[src/rtl/color_write_sequencer.sv]
// Serialises a 24-bit colour write into six 4-bit register-file writes,
// one nibble per ack handshake, with idle gaps between writes and an ack timeout.
module color_write_sequencer #(
    parameter int ACK_TIMEOUT = 255,
    parameter int GAP_CYCLES  = 1
) (
    input  logic        clk,
    input  logic        rst,
    input  logic        req_valid,
    output logic        req_ready,
    input  logic [1:0]  req_channel,
    input  logic [23:0] req_rgb,
    output logic [1:0]  channel,
    output logic [3:0]  address,
    output logic [3:0]  data,
    output logic        valid,
    input  logic        ack,
    output logic        busy,
    output logic        done,
    output logic        err
);

    typedef enum logic [2:0] {
        S_IDLE,
        S_DRIVE,
        S_GAP,
        S_FINISH,
        S_ABORT
    } state_t;

    localparam logic [9:0] TO_LAST  = 10'(ACK_TIMEOUT - 1);
    localparam logic [3:0] GAP_LAST = 4'(GAP_CYCLES - 1);

    state_t      state, state_nxt;
    logic [1:0]  cap_ch;
    logic [23:0] cap_rgb;
    logic [2:0]  idx;
    logic [9:0]  to_cnt;
    logic [3:0]  gap_cnt;

    logic        nib_last, to_hit, gap_end, drive_entry, gap_entry;
    logic [1:0]  src_ch;
    logic [23:0] src_rgb;
    logic [2:0]  src_idx;

    function automatic logic [3:0] nib_sel(input logic [23:0] rgb, input logic [2:0] i);
        case (i)
            3'd0:    nib_sel = rgb[3:0];
            3'd1:    nib_sel = rgb[7:4];
            3'd2:    nib_sel = rgb[11:8];
            3'd3:    nib_sel = rgb[15:12];
            3'd4:    nib_sel = rgb[19:16];
            default: nib_sel = rgb[23:20];
        endcase
    endfunction

    assign nib_last = (idx == 3'd5);
    // The counter holds completed wait cycles, so hitting the last value with
    // no ack means this is the ACK_TIMEOUT-th DRIVE cycle.
    assign to_hit   = (to_cnt == TO_LAST);
    assign gap_end  = (gap_cnt == GAP_LAST);

    always_comb begin
        state_nxt = state;
        case (state)
            S_IDLE:   if (req_valid) state_nxt = S_DRIVE;
            S_DRIVE: begin
                if (ack)         state_nxt = nib_last ? S_FINISH : S_GAP;
                else if (to_hit) state_nxt = S_ABORT;
            end
            S_GAP:    if (gap_end) state_nxt = S_DRIVE;
            S_FINISH: state_nxt = S_IDLE;
            S_ABORT:  state_nxt = S_IDLE;
            default:  state_nxt = S_IDLE;
        endcase
    end

    assign req_ready = (state == S_IDLE);
    assign busy      = ~req_ready;
    assign valid     = (state == S_DRIVE);
    assign done      = (state == S_FINISH);
    assign err       = (state == S_ABORT);

    assign drive_entry = (state_nxt == S_DRIVE) && (state != S_DRIVE);
    assign gap_entry   = (state_nxt == S_GAP) && (state != S_GAP);

    // On the accept edge the captured copies are not yet loaded; drive from the request.
    assign src_ch  = (state == S_IDLE) ? req_channel : cap_ch;
    assign src_rgb = (state == S_IDLE) ? req_rgb : cap_rgb;
    assign src_idx = (state == S_IDLE) ? 3'd0 : idx;

    always_ff @(posedge clk) begin
        if (rst) begin
            state   <= S_IDLE;
            cap_ch  <= '0;
            cap_rgb <= '0;
            idx     <= '0;
            to_cnt  <= '0;
            gap_cnt <= '0;
            channel <= '0;
            address <= '0;
            data    <= '0;
        end else begin
            state <= state_nxt;
            case (state)
                S_IDLE: if (req_valid) begin
                    cap_ch  <= req_channel;
                    cap_rgb <= req_rgb;
                    idx     <= '0;
                end
                S_DRIVE: begin
                    to_cnt <= to_cnt + 10'd1;
                    if (ack && !nib_last) idx <= idx + 3'd1;
                end
                S_GAP:   gap_cnt <= gap_cnt + 4'd1;
                default: ;
            endcase
            if (drive_entry) begin
                to_cnt  <= '0;
                channel <= src_ch;
                address <= {1'b0, src_idx};
                data    <= nib_sel(src_rgb, src_idx);
            end
            if (gap_entry) gap_cnt <= '0;
        end
    end

endmodule

[config.mk]
export PLATFORM = sky130hd
export DESIGN_NAME = color_write_sequencer
export DESIGN_NICKNAME = d
export VERILOG_FILES = /design/src/rtl/color_write_sequencer.sv
export SDC_FILE = /design/constraint.sdc
export NUM_CORES = 1
export LEC_CHECK = 0
export BUFFER_PORTS_ARGS = -buffer_cell sky130_fd_sc_hd__buf_2
export CAP_MARGIN = 20
export CORE_ASPECT_RATIO = 0.6
export CORE_MARGIN = 5
export CORE_UTILIZATION = 36
export DETAILED_ROUTE_END_ITERATION = 8
export PLACE_DENSITY = 0.64
export SYNTH_ARGS = -nofsm -noshare
export SYNTH_HDL_FRONTEND = slang
export SYNTH_SLANG_ARGS = --single-unit
[constraint.sdc]
create_clock -name clk -period 2.4 [get_ports clk]
set_input_delay 0.12 -clock clk [delete_from_list [all_inputs] [get_ports clk]]
set_output_delay 0.12 -clock clk [all_outputs]
set_load 0.01 [all_outputs]
# Word level (Yosys, flattened, before mapping)
# Cells that the tools add are included.
# W data, S select, Z words.
[op_classes] n_mux=13 bitwise=1 addsub=3 eq_ne=16 reduce_logical=12
[ops] cell="$mux W24" n=1
[ops] cell="$mux W3" n=7
[ops] cell="$pmux W4 S5" n=1
[ops] cell="$eq A3 B2 Y1 const B" n=5
[ops] cell="$add A10 B1 Y10 const B" n=1
[ops] cell="$eq A10 B8 Y1 const B" n=1
[ops] cell="$eq A3 B1 Y1 const B" n=3
[ops] cell="$eq A3 B3 Y1 const B" n=3
[ops] cell="$pmux W3 S3" n=1
[ops] cell="$logic_not A3 Y1" n=2
[ops] cell="$pmux W3 S2" n=1
[ops] cell="$add A4 B1 Y4 const B" n=1
[ops] cell="$logic_not A4 Y1" n=1
[ops] cell="$reduce_or A2 Y1" n=2
[ops] cell="$add A3 B1 Y3 const B" n=1
[ops] cell="$logic_and A1 B1 Y1" n=3
[ops] cell="$ne A3 B1 Y1 const B" n=1
[ops] cell="$ne A3 B2 Y1 const B" n=1
[ops] cell="$reduce_and A3 Y1" n=1
[ops] cell="$mux W2" n=1
[ops] cell="$ne A2 B1 Y1 const B" n=1
[ops] cell="$ne A2 B2 Y1 const B" n=1
[ops] cell="$reduce_and A2 Y1" n=1
[ops] cell="$reduce_bool A2 Y1" n=1
[ops] cell="other kinds (3)" n=3
[totals] register_bits=55 out_inout_bits=15 wordCells=54 in_bits=30

# Depth between registers and ports, before layout
# Gate-level depths: netlist (run 1).
[logic_depth] word_depth=7 mapped_depth=9 depth_no_buf=6

# Worst setup path after synthesis (run 1)
# OpenSTA, ideal clock, no wires.
[synth_path] path_type="flip-flop to flip-flop" startpoint="register idx[1]" endpoint="register idx[1]" t_arrival_ns=1.747 setup_time_ns=0.070 path_slack_ns=0.583 period_less_slack_ns=1.817 stages_incl_launch_ff=9 n_path_buf=2 t_required_ns=2.330 cell_sequence="dfxtp_1 -> clkbuf_1 -> buf_2 -> inv_1 -> ha_1 -> nand2_1 -> a21oi_1 -> or3b_2 -> a21oi_1"
[synth_via] elab_chain_len=5 elab_cells_between_ends=8 cone_classes="1 x add/sub; 2 x eq/ne; 2 x mux; 3 x reduce/logical"
[synth_lines] element="start, declared" line_no="37" text="logic [2:0] idx;"
[synth_lines] element="start signal, assigned" line_no="113" text="if (ack && !nib_last) idx <= idx + 3'd1;"
[synth_lines] element="branches (longest 5 deep; another with $add A3 B1 Y3)"
# Several ways; the timed one is not identified. The select of a mux whose other input is x is not followed.
# A chain may end at the register's enable or synchronous reset.

# Final worst setup path (run 1)
[layout_path] startpoint="register state[2]" endpoint="register to_cnt[1]"
[layout_via] elab_chain_len=6 elab_cells_between_ends=12 cone_classes="4 x eq/ne; 5 x mux; 3 x reduce/logical"
[layout_lines] element="start, declared" line_no="34" text="state_t state, state_nxt;"
[layout_lines] element="start signal, assigned" line_no="104" text="state <= state_nxt;"
[layout_lines] element="$mux W3" line_no="69" text="else if (to_hit) state_nxt = S_ABORT;"
[layout_lines] element="$mux W3" line_no="68" text="if (ack) state_nxt = nib_last ? S_FINISH : S_GAP;"
[layout_lines] element="$pmux W3 S3" line_no="65" text="case (state)"
[layout_lines] element="$eq A3 B1 Y1" line_no="84" text="assign drive_entry = (state_nxt == S_DRIVE) && (state != S_DRIVE);"
[layout_lines] element="$logic_and A1 B1 Y1" line_no="84"
[layout_lines] element="$reduce_or A2 Y1 (no line)"
[layout_lines] element="end signal, assigned" line_no="112" text="to_cnt <= to_cnt + 10'd1;"
[layout_lines] element="end, declared" line_no="38" text="logic [9:0] to_cnt;"
# Several ways; a longest one is shown, not always the timed one.

==> impl_results.md, run 1 <==
- Core Area: 0.00671 sq mm
- Worst-path maximum fanout: 28
- WHS Path Cells: 3
- Layout Nets: 370
- Worst slew pin tran: 746 ps
- Clock Path Buffers: 2
- Final hold vios: 0
- GRT Overall Usage: 15.0%
- Gr ovfl total: 0
- Skew final: 8.53 ps
- Fmax achieved: 0.517 GHz
- Avg WL per Cell: 14.7 microns
- Share of layout cells above drive strength 1: 19.7%
- Synth Instances: 297
- Starting DRT DRC Count: 142
- Sw frac: 25.0%
- Die W: 117 microns
- Fin util: 43.9%
- Avg Vias per Cell: 5.04
- CTS tree: built
- Drt pass-1 iters: 4
- Initial antenna violation count: 0
- H-tree depth: 2
- Worst path max stage delay: 530 ps
- Clock share of power: 40.2%
- Clk sink count: 55
- Die Y: 74.4 microns
- CP Cell Sequence: or3_1, clkinv_4, nand2_4, nand3_2, a211oi_1
- Worst Hold Path EP: cap_rgb[17]
- Maximum vdd drop: 0.434 mV
- Static Leak: 1.18 nW
- Post-CTS Setup Bufs: 0
- Antenna viol nets, final: 0
- Vias in the first global route: 2,054
- Reg-to-Reg Start: state[2]
- Global-route wire length before repair: 10,400 microns
- Routed vias: 2,127
- Cell Area, Synth: 0.00249 sq mm
- Sequential power share: 46.9%
- Synth-to-Final Area Change: 18.3%
- Syn_nets: 333
- RR Endpoint: to_cnt[1]
- CTS Hold Bufs: 0
- Worst-path clk slew: 70 ps
- # IOs: 45
- CP max-delay cell: dfxtp_1
- R2r setup slk: 470 ps
- Worst EP required: 2620 ps
- RD Place Congestion: 0.811
- Num CTS Buffers: 5
- Most frequent cells in the layout: 70 x nand2_1, 55 x dfxtp_1, 43 x buf_2
- Number of max-cap violations: 0
- Initial core utilization: 37.1%
- Power Dens Cells: 720 mW/mm^2
- Worst-skew pair later-pin latency: 300 ps
- Hold Crit Class: input pin to flip-flop
- CP endpoint kind: flip-flop
- Net switching power: 0.531 mW
- CTS root buf: clkbuf_16
- Diodes inserted: 0
- Gate power share: 12.9%
- Tot Pwr: 2.12 mW
- Period minus WS final: 1930 ps
- Post-synth cell types: 47
- Hold slack: 50.5 ps
- Max-slew headroom: 50.2%
- Final setup violation count: 0
- Number of synthesized flops with an enable pin: 0
- Pin count of the biggest net entering global routing: 40
- Drt drc: 0
- Synth Register Bits: 55
- Max Transition Viols Final: 0
- Critical path type: flip-flop to flip-flop
- Top_reg_cell synth: dfxtp_1
- RSZ-0062 raised after global routing: no
- Hold Path Origin: req_rgb[17]
- Dpl hpwl: 4460 microns
- DRT Wirelength: 6180 microns
- Buffers on Ports: 43
- Most common cell after layout, fill and taps aside: nand2_1
- Cell area after layout: 0.00294 sq mm
- Cell Rows: 23
- Startpoint Class: flip-flop
- Cell area after placement: 0.00277 sq mm
- Post-CTS sizing: 0
- DIE AREA: 0.00873 sq mm
- Period utilization: 80.6%
- Top Family by Delay on Critical Path: simple AND/OR/NAND/NOR gates
- Sequential-to-total area share from yosys stat: 44.3%
- P_int: 1.59 mW
- Outcome: complete, no violations
- Setup_tns: 0 ps
- Ys Warns: 0
- Synth async-reset ratio: 0%
- Reg2Reg Depth: 5
- Synth Area per Inst: 8.38 sq um
- CP arrival: 2150 ps
- WP buf/inv: 1
[tightest hold or removal path, cell delays in order]
cell	delay, ps
buf_2	90
nand2_1	40
a21oi_1	50
[per-layer routing]
metal | up-vias | GRT usage, % | part of all wire (%)
met3 | 12 | 4.64 | 7.3
met5 | - | 0 | 0
met1 | 964 | 21.6 | 53
met4 | 0 | 7.21 | 2.5
li1 | 1089 | - | -
met2 | 62 | 20.3 | 37
[through the flow]
step	cells	setup slack [ps]
detailed placement	414	477
finish	422	466
global placement	414	537
CTS	422	452
floorplan	297	583
global route	422	285
[layout make-up]
class | instances | area (sq um)
Multi-Input combinational cell | 215 | 1270
Clock buffer | 6 | 139
Inverter | 9 | 38.8
Tap cell | 87 | 109
Fill cell | 660 | 3760
Sequential cell | 55 | 1100
Clock inverter | 2 | 35.0
Timing Repair Buffer | 48 | 253
[sequential cells by signal (all words and copies together) (netlist names)]
name     cells
channel      2
to_cnt      10
data         4
address      3
cap_ch       2
cap_rgb     24
gap_cnt      4
state        3
idx          3
[worst max-delay path by stage]
stage / start / end / slack, ps / cells past startpoint
after floorplan: idx[1] / idx[1] / 580 / 8
after global placement: state[2] / to_cnt[1] / 540 / 5
after detailed placement: state[1] / data[0] / 480 / 5
after CTS: state[1] / data[0] / 450 / 5
after global routing: state[2] / to_cnt[1] / 290 / 5
final: state[2] / to_cnt[1] / 470 / 5
[Yosys cell counts (2+ instances only)]
cell	n	area share (%)
nand2_1	70	11
dfxtp_1	55	44
a21oi_1	33	6.6
nor2_1	17	2.6
buf_2	8	1.6
inv_1	8	1.2
xor2_1	8	2.8
clkbuf_1	7	1.1
nor3_1	7	1.4
ha_1	6	3.0
nand3_1	6	1.2
o21ai_0	6	1.2
o31ai_1	6	1.8
mux2i_1	5	2.0
o211ai_1	4	1.2
or3_1	4	1.0
a22o_1	3	1.1
and3_1	3	0.75
nand2b_1	3	0.75
nand4_1	3	0.75
xnor2_1	3	1.1
a211oi_1	2	0.60
nor2b_1	2	0.50
nor3b_1	2	0.60
nor3b_4	2	1.5
nor4_1	2	0.50
o32ai_1	2	0.70
[cells by family after synthesis]
family | after synthesis | synth area share [%]
muxes | 7 | 3.37
adders and majority gates | 6 | 3.02
AOI/OAI and AO/OA | 62 | 15.3
buffers and inverters | 27 | 5.13
xor gates and xnor gates | 11 | 3.87
and+or+nand+nor | 128 | 24.9
other | 1 | 0.151
DFF | 55 | 44.3
[power by group through the flow]
stage	clock network, mW	logic, mW	registers (mW)
final	0.851	0.274	0.994
after global routing	0.908	0.305	1.00
after CTS	0.878	0.275	0.994
after detailed placement	0	0.273	1.02
after global placement	0	0.268	1.01
after floorplan	0	0.181	1.01
(Power assumes the default switching activity.)
==> inputs of run 2 (changes only) <==
==> constraint.sdc (replaced) <==
create_clock -name clk -period 2 [get_ports clk]
set_input_delay 0.1 -clock clk [delete_from_list [all_inputs] [get_ports clk]]
set_output_delay 0.1 -clock clk [all_outputs]
set_load 0.01 [all_outputs]
==> impl_results.md, run 2 (synthesized netlist as in run 1, its figures left out) <==
- Fill count: 693 (was 660)
- Worst-path clk slew: 70 ps (about the same)
- RR Endpoint: idx[1] (was to_cnt[1])
- Most frequent cells in the layout: 70 x nand2_1, 55 x dfxtp_1, 43 x buf_2 (unchanged)
- RSZ-0062 raised after global routing: no (unchanged)
- GRT Overall Usage: 14.0% (was 15.0%)
- Pin count of the biggest net entering global routing: 21 (was 40)
- Die Y: 74.4 microns (unchanged)
- H-tree depth: 2 (unchanged)
- CTS tree: built (unchanged)
- Clk sink count: 55 (unchanged)
- Global-route wire length before repair: 9830 microns (was 10,400 microns)
- Initial antenna violation count: 0 (unchanged)
- Startpoint Class: flip-flop (unchanged)
- Final hold vios: 0 (unchanged)
- Period utilization: 87.2% (was 80.6%)
- Synth-to-Final Area Change: 19.1% (was 18.3%)
- Cell Rows: 23 (unchanged)
- Avg Vias per Cell: 4.84 (was 5.04)
- Setup_tns: 0 ps (unchanged)
- Hold Path Origin: req_rgb[7] (was req_rgb[17])
- CP endpoint kind: flip-flop (unchanged)
- Number of max-cap violations: 0 (unchanged)
- Area occupied by multi-input gates: 0.00127 sq mm (unchanged)
- Hold Crit Class: input pin to flip-flop (unchanged)
- Regs by FF count: cap_rgb (24), to_cnt (10) (unchanged)
- CTS Hold Bufs: 0 (unchanged)
- Max reg flops: 24 (unchanged)
- Layout Nets: 376 (was 370)
- Avg WL per Cell: 13.5 microns (was 14.7 microns)
- # IOs: 45 (unchanged)
- Skew final: 9.87 ps (was 8.53 ps)
- Final setup violation count: 0 (unchanged)
- Dpl hpwl: 4300 microns (was 4460 microns)
- Starting DRT DRC Count: 127 (was 142)
- Die W: 117 microns (unchanged)
- Outcome: complete, no violations (unchanged)
- DRT Wirelength: 5780 microns (was 6180 microns)
- Power Dens Cells: 807 mW/mm^2 (was 720 mW/mm^2)
- Worst-skew pair later-pin latency: 290 ps (was 300 ps)
- Largest reg by FF count: cap_rgb (unchanged)
- Worst-path maximum fanout: 11 (was 28)
- Gr ovfl total: 0 (unchanged)
- Routed vias: 2,070 (was 2,127)
- Fmax achieved: 0.573 GHz (was 0.517 GHz)
- Vias in the first global route: 1,989 (was 2,054)
- CP arrival: 1970 ps (was 2150 ps)
- Maximum vdd drop: 0.382 mV (was 0.434 mV)
- Worst EP required: 2220 ps (was 2620 ps)
- Num CTS Buffers: 5 (unchanged)
- Max Transition Viols Final: 0 (unchanged)
- Tot Pwr: 2.39 mW (was 2.12 mW)
- Buffers on Ports: 43 (unchanged)
- Drt drc: 0 (unchanged)
- Critical path type: flip-flop to flip-flop (unchanged)
- Antenna viol nets, final: 0 (unchanged)
- WHS Path Cells: 3 (unchanged)
- Drt pass-1 iters: 4 (unchanged)
- Most common cell after layout, fill and taps aside: nand2_1 (unchanged)
- RD Place Congestion: 0.800 (was 0.811)
- CTS root buf: clkbuf_16 (unchanged)
- Post-CTS Setup Bufs: 0 (unchanged)
- R2r setup slk: 260 ps (was 470 ps)
- Period minus WS final: 1740 ps (was 1930 ps)
- Post-CTS sizing: 0 (unchanged)
- Reg2Reg Depth: 6 (was 5)
- Core Area: 0.00671 sq mm (unchanged)
- Clock Path Buffers: 2 (unchanged)
- Share of layout cells above drive strength 1: 21.1% (was 19.7%)
- Sequential cell area: 0.00110 sq mm (unchanged)
- Static Leak: 1.20 nW (was 1.18 nW)
- DIE AREA: 0.00873 sq mm (unchanged)
- Diodes inserted: 0 (unchanged)
- Reg-to-Reg Start: idx[1] (was state[2])
- Worst Hold Path EP: cap_rgb[7] (was cap_rgb[17])
- Initial core utilization: 37.1% (unchanged)
## run 2: worst max path at each step
| stage | startpoint | to | slack (ps) | depth (start not counted) |
|---|---|---|---|---|
| floorplan | idx[1] | idx[1] | 180 | 8 |
| global placement | idx[1] | idx[1] | 380 | 6 |
| detailed placement | idx[1] | idx[1] | 270 | 6 |
| CTS | idx[1] | idx[1] | 270 | 6 |
| global route | gap_cnt[1] | data[0] | 140 | 6 |
| finish | idx[1] | idx[1] | 260 | 6 |
## run 2: layout make-up
| class | count | share of cell area [%] |
|---|---|---|
| clock buffer | 5 | 4.22 |
| clock inverter | 3 | 0.760 |
| inverter | 9 | 1.31 |
| multi-input combinational | 215 | 42.8 |
| sequential | 55 | 37.2 |
| tap | 87 | 3.68 |
| timing repair buffer | 54 | 10.1 |
## run 2: power by group
group	internal (mW)	switching, mW	total, mW
Clock	0.469	0.390	0.859
Sequential	1.15	0.0425	1.20
Combinational	0.139	0.197	0.336
## run 2: layer usage
| metal | vias up | track usage [%] | wire [microns] |
|---|---|---|---|
| met5 | - | 0 | 0 |
| met4 | 0 | 3.86 | 48 |
| met3 | 5 | 6.46 | 530 |
| met2 | 64 | 18.6 | 2090 |
| met1 | 905 | 20.0 | 3110 |
| li1 | 1096 | - | - |
## run 2: stage by stage
step                instance area [sq um]  hold slack [ps]  instances  setup WS (ps)  utilization [%]
floorplan                            2490              236        297            183                -
CTS                                  2960             31.5        428            268             44.2
detailed placement                   2810              349        420            266             42.0
global route                         2960             32.8        428            141             44.2
finish                               2960             36.7        428            255             44.2
global placement                     2810              342        420            377             42.0
## run 2: critical path: stages, from the launching register on
cell and delay, ps:
dfxtp_1 580, inv_1 120, ha_1 210, nand2_1 100, a21oi_1 80, or3b_2 450
a21oi_1 140
